<file path="config.mk">
export PLATFORM = sky130hd
export DESIGN_NAME = cmos_tx
export DESIGN_NICKNAME = d
export VERILOG_FILES = /design/src/rtl/cmos_tx_pkg.sv /design/src/rtl/cmos_tx_timing.sv /design/src/rtl/cmos_tx.sv
export SDC_FILE = /design/constraint.sdc
export NUM_CORES = 1
export LEC_CHECK = 0
export CORE_ASPECT_RATIO = 1.25
export CORE_UTILIZATION = 43
export CTS_CLUSTER_DIAMETER = 120
export CTS_CLUSTER_SIZE = 24
export DETAILED_ROUTE_END_ITERATION = 12
export HOLD_SLACK_MARGIN = 0.03
export SYNTH_ARGS = -nofsm -noshare
export SYNTH_HDL_FRONTEND = slang
export SYNTH_SLANG_ARGS = --single-unit
</file>
<file path="constraint.sdc">
create_clock -name wb_clk_i -period 8.3 [get_ports wb_clk_i]
set_clock_uncertainty 0.15 [all_clocks]
set_input_delay 0.83 -clock wb_clk_i [delete_from_list [all_inputs] [get_ports wb_clk_i]]
set_output_delay 0.83 -clock wb_clk_i [all_outputs]
set_load 0.02 [all_outputs]
</file>
<file path="src/rtl/cmos_tx_pkg.sv">
// Shared definitions for the CMOS video transmitter: register map, FSM states,
// test pattern codes and small helpers.
package cmos_tx_pkg;

    localparam logic [2:0] REG_CTRL    = 3'd0;
    localparam logic [2:0] REG_HACTIVE = 3'd1;
    localparam logic [2:0] REG_VACTIVE = 3'd2;
    localparam logic [2:0] REG_HBLANK  = 3'd3;
    localparam logic [2:0] REG_VBLANK  = 3'd4;
    localparam logic [2:0] REG_STATUS  = 3'd5;

    typedef enum logic [1:0] {
        ST_IDLE,
        ST_VBLANK,
        ST_HBLANK,
        ST_ACTIVE
    } state_t;

    typedef enum logic [1:0] {
        PAT_X,
        PAT_Y,
        PAT_FRAME,
        PAT_CHECKER
    } pat_t;

    function automatic logic [15:0] clamp1(input logic [15:0] v);
        return (v == '0) ? 16'd1 : v;
    endfunction

    function automatic logic [15:0] merge16(input logic [15:0] old, input logic [31:0] d,
                                            input logic [3:0] sel);
        return {sel[1] ? d[15:8] : old[15:8], sel[0] ? d[7:0] : old[7:0]};
    endfunction

endpackage

</file>
<file path="src/rtl/cmos_tx_timing.sv">
// Pixel prescaler, line/frame counters, timing FSM and registered video outputs.
module cmos_tx_timing
    import cmos_tx_pkg::*;
#(
    parameter int unsigned PIX_DIV = 2,
    parameter int unsigned HSYNC_W = 4
) (
    input  logic        clk,
    input  logic        rst_n,
    input  logic        en,
    input  logic [1:0]  pat,
    input  logic [15:0] hactive,
    input  logic [15:0] vactive,
    input  logic [15:0] hblank,
    input  logic [15:0] vblank,
    output logic        cmos_clk,
    output logic [15:0] data,
    output logic        vsync,
    output logic        hsync,
    output logic        valid,
    output logic [15:0] frame_cnt,
    output logic        busy
);

    localparam int unsigned PW = $clog2(PIX_DIV);
    localparam logic [PW-1:0] PRESC_LAST = PW'(PIX_DIV - 1);
    localparam logic [PW-1:0] CLK_HIGH   = PW'(PIX_DIV / 2);
    localparam logic [16:0]   HSYNC_LIM  = 17'(HSYNC_W);

    logic [PW-1:0] presc;
    logic          strobe;
    state_t        state, state_nx;
    logic [16:0]   hcnt, hcnt_nx, vcnt, vcnt_nx;
    logic [15:0]   sh_ha, sh_va, sh_hb, sh_vb;
    logic [15:0]   sh_ha_nx, sh_va_nx, sh_hb_nx, sh_vb_nx;
    pat_t          sh_pat, pat_nx;
    logic [15:0]   cnt_nx;
    logic          latch, run, line_end, frame_end;
    logic [15:0]   x, y, pix;
    logic [16:0]   hs_lim;

    assign strobe   = (presc == PRESC_LAST);
    assign cmos_clk = (presc < CLK_HIGH);
    assign busy     = (state != ST_IDLE);

    // Next pixel position is computed first; state and outputs derive from it,
    // using the freshly latched shadows when a new frame begins.
    always_comb begin
        state_nx  = state;
        hcnt_nx   = hcnt;
        vcnt_nx   = vcnt;
        sh_ha_nx  = sh_ha;
        sh_va_nx  = sh_va;
        sh_hb_nx  = sh_hb;
        sh_vb_nx  = sh_vb;
        pat_nx    = sh_pat;
        cnt_nx    = frame_cnt;
        latch     = 1'b0;
        run       = 1'b0;
        line_end  = (hcnt == ({1'b0, sh_hb} + {1'b0, sh_ha} - 17'd1));
        frame_end = line_end && (vcnt == ({1'b0, sh_vb} + {1'b0, sh_va} - 17'd1));
        if (strobe) begin
            if (state == ST_IDLE) begin
                latch   = en;
                run     = en;
                hcnt_nx = '0;
                vcnt_nx = '0;
            end else if (!line_end) begin
                hcnt_nx = hcnt + 17'd1;
                run     = 1'b1;
            end else if (!frame_end) begin
                hcnt_nx = '0;
                vcnt_nx = vcnt + 17'd1;
                run     = 1'b1;
            end else begin
                hcnt_nx = '0;
                vcnt_nx = '0;
                cnt_nx  = frame_cnt + 16'd1;
                latch   = en;
                run     = en;
            end
        end
        if (latch) begin
            sh_ha_nx = clamp1(hactive);
            sh_va_nx = clamp1(vactive);
            sh_hb_nx = clamp1(hblank);
            sh_vb_nx = clamp1(vblank);
            pat_nx   = pat_t'(pat);
        end
        if (strobe) begin
            if (!run)
                state_nx = ST_IDLE;
            else if (vcnt_nx < {1'b0, sh_vb_nx})
                state_nx = ST_VBLANK;
            else if (hcnt_nx < {1'b0, sh_hb_nx})
                state_nx = ST_HBLANK;
            else
                state_nx = ST_ACTIVE;
        end
    end

    always_comb begin
        x      = hcnt_nx[15:0] - sh_hb_nx;
        y      = vcnt_nx[15:0] - sh_vb_nx;
        hs_lim = (HSYNC_LIM < {1'b0, sh_hb_nx}) ? HSYNC_LIM : {1'b0, sh_hb_nx};
        case (pat_nx)
            PAT_X:     pix = x;
            PAT_Y:     pix = y;
            PAT_FRAME: pix = cnt_nx;
            default:   pix = (x[3] ^ y[3]) ? '1 : '0;
        endcase
    end

    always_ff @(posedge clk or negedge rst_n) begin
        if (!rst_n) begin
            presc     <= '0;
            state     <= ST_IDLE;
            hcnt      <= '0;
            vcnt      <= '0;
            sh_ha     <= '0;
            sh_va     <= '0;
            sh_hb     <= '0;
            sh_vb     <= '0;
            sh_pat    <= PAT_X;
            frame_cnt <= '0;
            data      <= '0;
            vsync     <= 1'b0;
            hsync     <= 1'b0;
            valid     <= 1'b0;
        end else begin
            presc     <= strobe ? '0 : presc + 1'b1;
            state     <= state_nx;
            hcnt      <= hcnt_nx;
            vcnt      <= vcnt_nx;
            sh_ha     <= sh_ha_nx;
            sh_va     <= sh_va_nx;
            sh_hb     <= sh_hb_nx;
            sh_vb     <= sh_vb_nx;
            sh_pat    <= pat_nx;
            frame_cnt <= cnt_nx;
            if (strobe) begin
                vsync <= run && (vcnt_nx == '0);
                hsync <= run && (hcnt_nx < hs_lim);
                valid <= (state_nx == ST_ACTIVE);
                data  <= (state_nx == ST_ACTIVE) ? pix : '0;
            end
        end
    end

endmodule

</file>
<file path="src/rtl/cmos_tx.sv">
// Wishbone register block for the CMOS video transmitter; wraps the timing core.
module cmos_tx
    import cmos_tx_pkg::*;
#(
    parameter int unsigned PIX_DIV = 2,
    parameter int unsigned HSYNC_W = 4
) (
    input  logic        wb_clk_i,
    input  logic        wb_rst_n_i,
    input  logic [31:0] wb_adr_i,
    input  logic [31:0] wb_dat_i,
    input  logic [3:0]  wb_sel_i,
    input  logic        wb_we_i,
    input  logic        wb_cyc_i,
    input  logic        wb_stb_i,
    output logic [31:0] wb_dat_o,
    output logic        wb_ack_o,
    output logic        cmos_clk_o,
    output logic [15:0] cmos_data_o,
    output logic        cmos_vsync_o,
    output logic        cmos_hsync_o,
    output logic        cmos_valid_o
);

    logic [2:0]  ctrl, ctrl_nx;
    logic [15:0] hactive, hactive_nx, vactive, vactive_nx;
    logic [15:0] hblank, hblank_nx, vblank, vblank_nx;
    logic [15:0] frame_cnt;
    logic        busy, req, wr;
    logic [2:0]  idx;
    logic [31:0] rdata;
    logic        unused;

    assign req    = wb_cyc_i & wb_stb_i & ~wb_ack_o;
    assign wr     = req & wb_we_i;
    assign idx    = wb_adr_i[4:2];
    assign unused = &{1'b0, wb_adr_i[31:5], wb_adr_i[1:0], wb_dat_i[31:16], wb_sel_i[3:2]};

    // Post-write values feed the timing core so a write landing on the frame-end
    // edge is captured in the new shadows.
    always_comb begin
        ctrl_nx    = ctrl;
        hactive_nx = hactive;
        vactive_nx = vactive;
        hblank_nx  = hblank;
        vblank_nx  = vblank;
        if (wr) begin
            case (idx)
                REG_CTRL:    if (wb_sel_i[0]) ctrl_nx = wb_dat_i[2:0];
                REG_HACTIVE: hactive_nx = merge16(hactive, wb_dat_i, wb_sel_i);
                REG_VACTIVE: vactive_nx = merge16(vactive, wb_dat_i, wb_sel_i);
                REG_HBLANK:  hblank_nx  = merge16(hblank, wb_dat_i, wb_sel_i);
                REG_VBLANK:  vblank_nx  = merge16(vblank, wb_dat_i, wb_sel_i);
                default:     ;
            endcase
        end
    end

    always_comb begin
        case (idx)
            REG_CTRL:    rdata = {29'b0, ctrl};
            REG_HACTIVE: rdata = {16'b0, hactive};
            REG_VACTIVE: rdata = {16'b0, vactive};
            REG_HBLANK:  rdata = {16'b0, hblank};
            REG_VBLANK:  rdata = {16'b0, vblank};
            REG_STATUS:  rdata = {15'b0, busy, frame_cnt};
            default:     rdata = '0;
        endcase
    end

    always_ff @(posedge wb_clk_i or negedge wb_rst_n_i) begin
        if (!wb_rst_n_i) begin
            ctrl     <= '0;
            hactive  <= '0;
            vactive  <= '0;
            hblank   <= '0;
            vblank   <= '0;
            wb_ack_o <= 1'b0;
            wb_dat_o <= '0;
        end else begin
            ctrl     <= ctrl_nx;
            hactive  <= hactive_nx;
            vactive  <= vactive_nx;
            hblank   <= hblank_nx;
            vblank   <= vblank_nx;
            wb_ack_o <= req;
            wb_dat_o <= req ? rdata : '0;
        end
    end

    cmos_tx_timing #(
        .PIX_DIV (PIX_DIV),
        .HSYNC_W (HSYNC_W)
    ) u_timing (
        .clk       (wb_clk_i),
        .rst_n     (wb_rst_n_i),
        .en        (ctrl_nx[0]),
        .pat       (ctrl_nx[2:1]),
        .hactive   (hactive_nx),
        .vactive   (vactive_nx),
        .hblank    (hblank_nx),
        .vblank    (vblank_nx),
        .cmos_clk  (cmos_clk_o),
        .data      (cmos_data_o),
        .vsync     (cmos_vsync_o),
        .hsync     (cmos_hsync_o),
        .valid     (cmos_valid_o),
        .frame_cnt (frame_cnt),
        .busy      (busy)
    );

endmodule
</file>
==> impl_metrics.env <==
export IMPL_status="finished clean"
export IMPL_grt_remaining_overflow=0
export IMPL_grtUsageMet2_pct=45.4
export IMPL_fillCellCount=3518
export IMPL_power_ir_vdd_worst_v=0.000304
export IMPL_timing_setup_critical_path_class="reg -> reg"
export IMPL_final_nets=1999
export IMPL_via_count=12500
export IMPL_pin_count=126
export IMPL_timing_final_hold_violations=0
export IMPL_area_growth_syn_to_layout_pct=9.41
export IMPL_clk_latency_ps=480
export IMPL_gr_max_usage_layer="met2"
export IMPL_route_detailed_vias_per_inst=5.48
export IMPL_initial_utilization_pct=43.5
export IMPL_start_kind="flop"
export IMPL_power_total_w=0.00584
export IMPL_postCtsHoldBufs=0
export IMPL_count_of_buffering_cells_on_the_critical_path_with_inverters_included=3
export IMPL_synth_xor_area_share_pct=6.08
export IMPL_layout_drive_gt1_share_pct=4.48
export IMPL_maximum_capacitance_violations=0
export IMPL_timing_fmax_mhz=127
export IMPL_postRouteAntennaNets=0
export IMPL_clkTransAtPathRegs_ps=110
export IMPL_synthesis_yosys_warnings=0
export IMPL_yosysUniqueCellTypes=82
export IMPL_critical_path_max_stage_delay_ps=630
export IMPL_cts_tree="yes"
export IMPL_portBuffers=63
export IMPL_final_seq_area_um2=5580
export IMPL_reg_largest_list="u_timing.hcnt: 17 flops, u_timing.vcnt: 17 flops, wb_dat_o: 17 flops"
export IMPL_fin_crit_sh_pct=94.6
export IMPL_slew_limit_headroom_pct=31.9
export IMPL_synth_enable_flop_cells=0
export IMPL_post_synthesis_simple_gate_area_fraction_pct=14.9
export IMPL_post_drt_wl_per_cell_um=20.0
export IMPL_portion_of_the_post_synthesis_area_used_by_sequential_elements_pct=36.3
export IMPL_fraction_of_registers_with_async_set_or_reset_after_synthesis_pct=100
export IMPL_critical_path_capture_point_type="flop"
export IMPL_cp_slowest_cell="sky130_fd_sc_hd__or4b_1"
export IMPL_drt_first_iter_violations=869
export IMPL_die_height_um=214
export IMPL_cts_sink_count=223
export IMPL_cp_data_arrival_time_ps=8090
export IMPL_post_synth_cell_area_avg_um2=8.71
export IMPL_antenna_cells=0
export IMPL_synthAdderAreaFrac_pct=9.62
export IMPL_clk_root_buffer_cell="sky130_fd_sc_hd__clkbuf_16"
export IMPL_synth_area_mux_share_pct=6.87
export IMPL_netlist_area_um2=15400
export IMPL_power_static_leakage_nw=8.54
export IMPL_postSynthCellCount=1768
export IMPL_crit_required_ps=8540
export IMPL_layout_cells_non_filler=2283
export IMPL_detail_route_first_pass_iterations=6
export IMPL_largest_net_degree_at_the_start_of_global_routing=83
export IMPL_regToRegSetupSlack_ps=450
export IMPL_cts_made_buffers=13
export IMPL_finalHoldWorstSlack_ps=141
export IMPL_post_cts_buffers=0
export IMPL_gp_congestion=0.966
export IMPL_dp_hpwl_um=36800
export IMPL_synth_compound_gate_area_share_pct=17.1
export IMPL_crit_fanout=44
export IMPL_multi_input_area_um2=8520
export IMPL_grt_antenna_before_repair=0
export IMPL_first_global_vias=12200
export IMPL_placeableCoreArea_um2=35400
export IMPL_grt_util_overall_pct=25.1
export IMPL_grtUsageMet3_pct=1.46
export IMPL_worst_slew_pin_slew_ps=1020
export IMPL_width_of_the_die_um=171
export IMPL_cts_htree_levels=1
export IMPL_hold_class="in -> async"
export IMPL_wire_length_of_the_first_global_routing_pass_um=69400
export IMPL_rows=77
export IMPL_postCtsResizedCells=0
export IMPL_dieArea_um2=36600
export IMPL_grt_setup_unrepaired="false"
export IMPL_drcViolationCount=0
export IMPL_final_min_clock_period_ps=7850
export IMPL_drv_slew=0
export IMPL_placed_cells_incl_taps=2269
export IMPL_setup_violations_final=0
export IMPL_routed_wl_um=45800
export IMPL_clock_path_buffers=3
export IMPL_ys_flop_type="sky130_fd_sc_hd__dfrtp_1"
export IMPL_crit_family="compound AO/OA/AOI/OAI gates"
export IMPL_final_setup_tns_ps=0
export IMPL_power_per_cell_area_nw_per_um2=347
export IMPL_synth_top_family_by_area="compound AO/OA/AOI/OAI gates"
export IMPL_yosys_register_bits=223
export IMPL_met1_usage_pct=30.0
==> area by class of cell <==
class	instances	share of cell area, %
repair buffers	86	4.80
inverters	263	5.88
well taps	474	3.52
multi-input cells	1223	50.6
clock buffers	13	1.93
clock inverters	1	0.119
flip-flops and latches	223	33.1
==> cell usage after synthesis, types with 19 or more instances <==
cell type / count / share of area (%)
sky130_fd_sc_hd__clkbuf_1: 58 / 1.4
sky130_fd_sc_hd__mux2i_1: 84 / 5.5
sky130_fd_sc_hd__xnor2_1: 64 / 3.6
sky130_fd_sc_hd__nand3_1: 51 / 1.7
sky130_fd_sc_hd__nor2_1: 103 / 2.5
sky130_fd_sc_hd__dfrtp_1: 223 / 36
sky130_fd_sc_hd__nor4_1: 19 / 0.77
sky130_fd_sc_hd__o21ai_0: 93 / 3.0
sky130_fd_sc_hd__ha_1: 112 / 9.1
sky130_fd_sc_hd__nand4_1: 26 / 1.1
sky130_fd_sc_hd__xor2_1: 41 / 2.3
sky130_fd_sc_hd__inv_1: 261 / 6.4
sky130_fd_sc_hd__nand2_1: 143 / 3.5
sky130_fd_sc_hd__and3_1: 25 / 1.0
sky130_fd_sc_hd__a21oi_1: 116 / 3.8
sky130_fd_sc_hd__nor3_1: 31 / 1.0
sky130_fd_sc_hd__o21a_1: 35 / 1.7
==> cells by family (layout without fill, tap and decap cells) <==
logic type | after synthesis | in the layout
compound gates | 401 | 401
xor+xnor | 106 | 106
flops | 223 | 223
fa+ha+maj | 116 | 116
mux | 100 | 100
other cells | 2 | 28
buf+inv | 348 | 363
simple gates | 472 | 472
==> layer usage <==
| metal | share of wire [%] | vias to the layer above | wire length [um] |
|---|---|---|---|
| li1 | - | 6114 | - |
| met1 | 41 | 6028 | 18600 |
| met2 | 51 | 282 | 23500 |
| met3 | 2.6 | 81 | 1190 |
| met4 | 5.4 | 0 | 2480 |
| met5 | 0 | - | 0 |
==> path summary, 6_finish.rpt <==
| check | cells past startpoint | end | start |
|---|---|---|---|
| min | 1 | u_timing.hsync | wb_rst_n_i |
| min reg2reg | 2 | u_timing.sh_va[9] | u_timing.sh_va[9] |
| max reg2reg | 29 | u_timing.data[13] | u_timing.sh_hb[1] |
| max in group asynchronous | 2 | hblank[8] | wb_rst_n_i |
| max | 29 | u_timing.data[13] | u_timing.sh_hb[1] |
| min in group wb_clk_i | 2 | u_timing.sh_va[9] | u_timing.sh_va[9] |
==> where the power goes <==
part | switching [W] | internal, W | total, W
Combinational | 0.00228 | 0.00156 | 0.00385
Sequential | 0.0000984 | 0.00124 | 0.00134
Clock | 0.000366 | 0.000290 | 0.000656
Total | 0.00275 | 0.00309 | 0.00584
==> through the flow <==
stage               util, %  area (um2)  setup WS (ps)
global route           47.6       16800           3.17
detailed placement     46.7       16500            429
CTS                    47.6       16800            428
global placement       46.7       16500            536
floorplan                 -       15500            717
finish                 47.6       16800            448
==> cells in the final DEF (no fill, tap or decap), types with 16 or more instances in the layout <==
cell,instances
sky130_fd_sc_hd__buf_4,23
sky130_fd_sc_hd__nor4_1,19
sky130_fd_sc_hd__xor2_1,41
sky130_fd_sc_hd__a21oi_1,116
sky130_fd_sc_hd__dfrtp_1,223
sky130_fd_sc_hd__clkdlybuf4s50_1,62
sky130_fd_sc_hd__mux2i_1,84
sky130_fd_sc_hd__nand4_1,26
sky130_fd_sc_hd__o2bb2ai_1,17
sky130_fd_sc_hd__o21ai_0,92
sky130_fd_sc_hd__xnor2_1,64
sky130_fd_sc_hd__conb_1,28
sky130_fd_sc_hd__nand2b_1,16
sky130_fd_sc_hd__nor3_1,31
sky130_fd_sc_hd__nor2_1,103
sky130_fd_sc_hd__and3_1,25
sky130_fd_sc_hd__o21a_1,35
sky130_fd_sc_hd__ha_1,112
sky130_fd_sc_hd__nand2_1,143
sky130_fd_sc_hd__inv_1,261
sky130_fd_sc_hd__a21o_1,17
sky130_fd_sc_hd__nand3_1,51
Note: power is estimated with default switching activity, not from simulation.
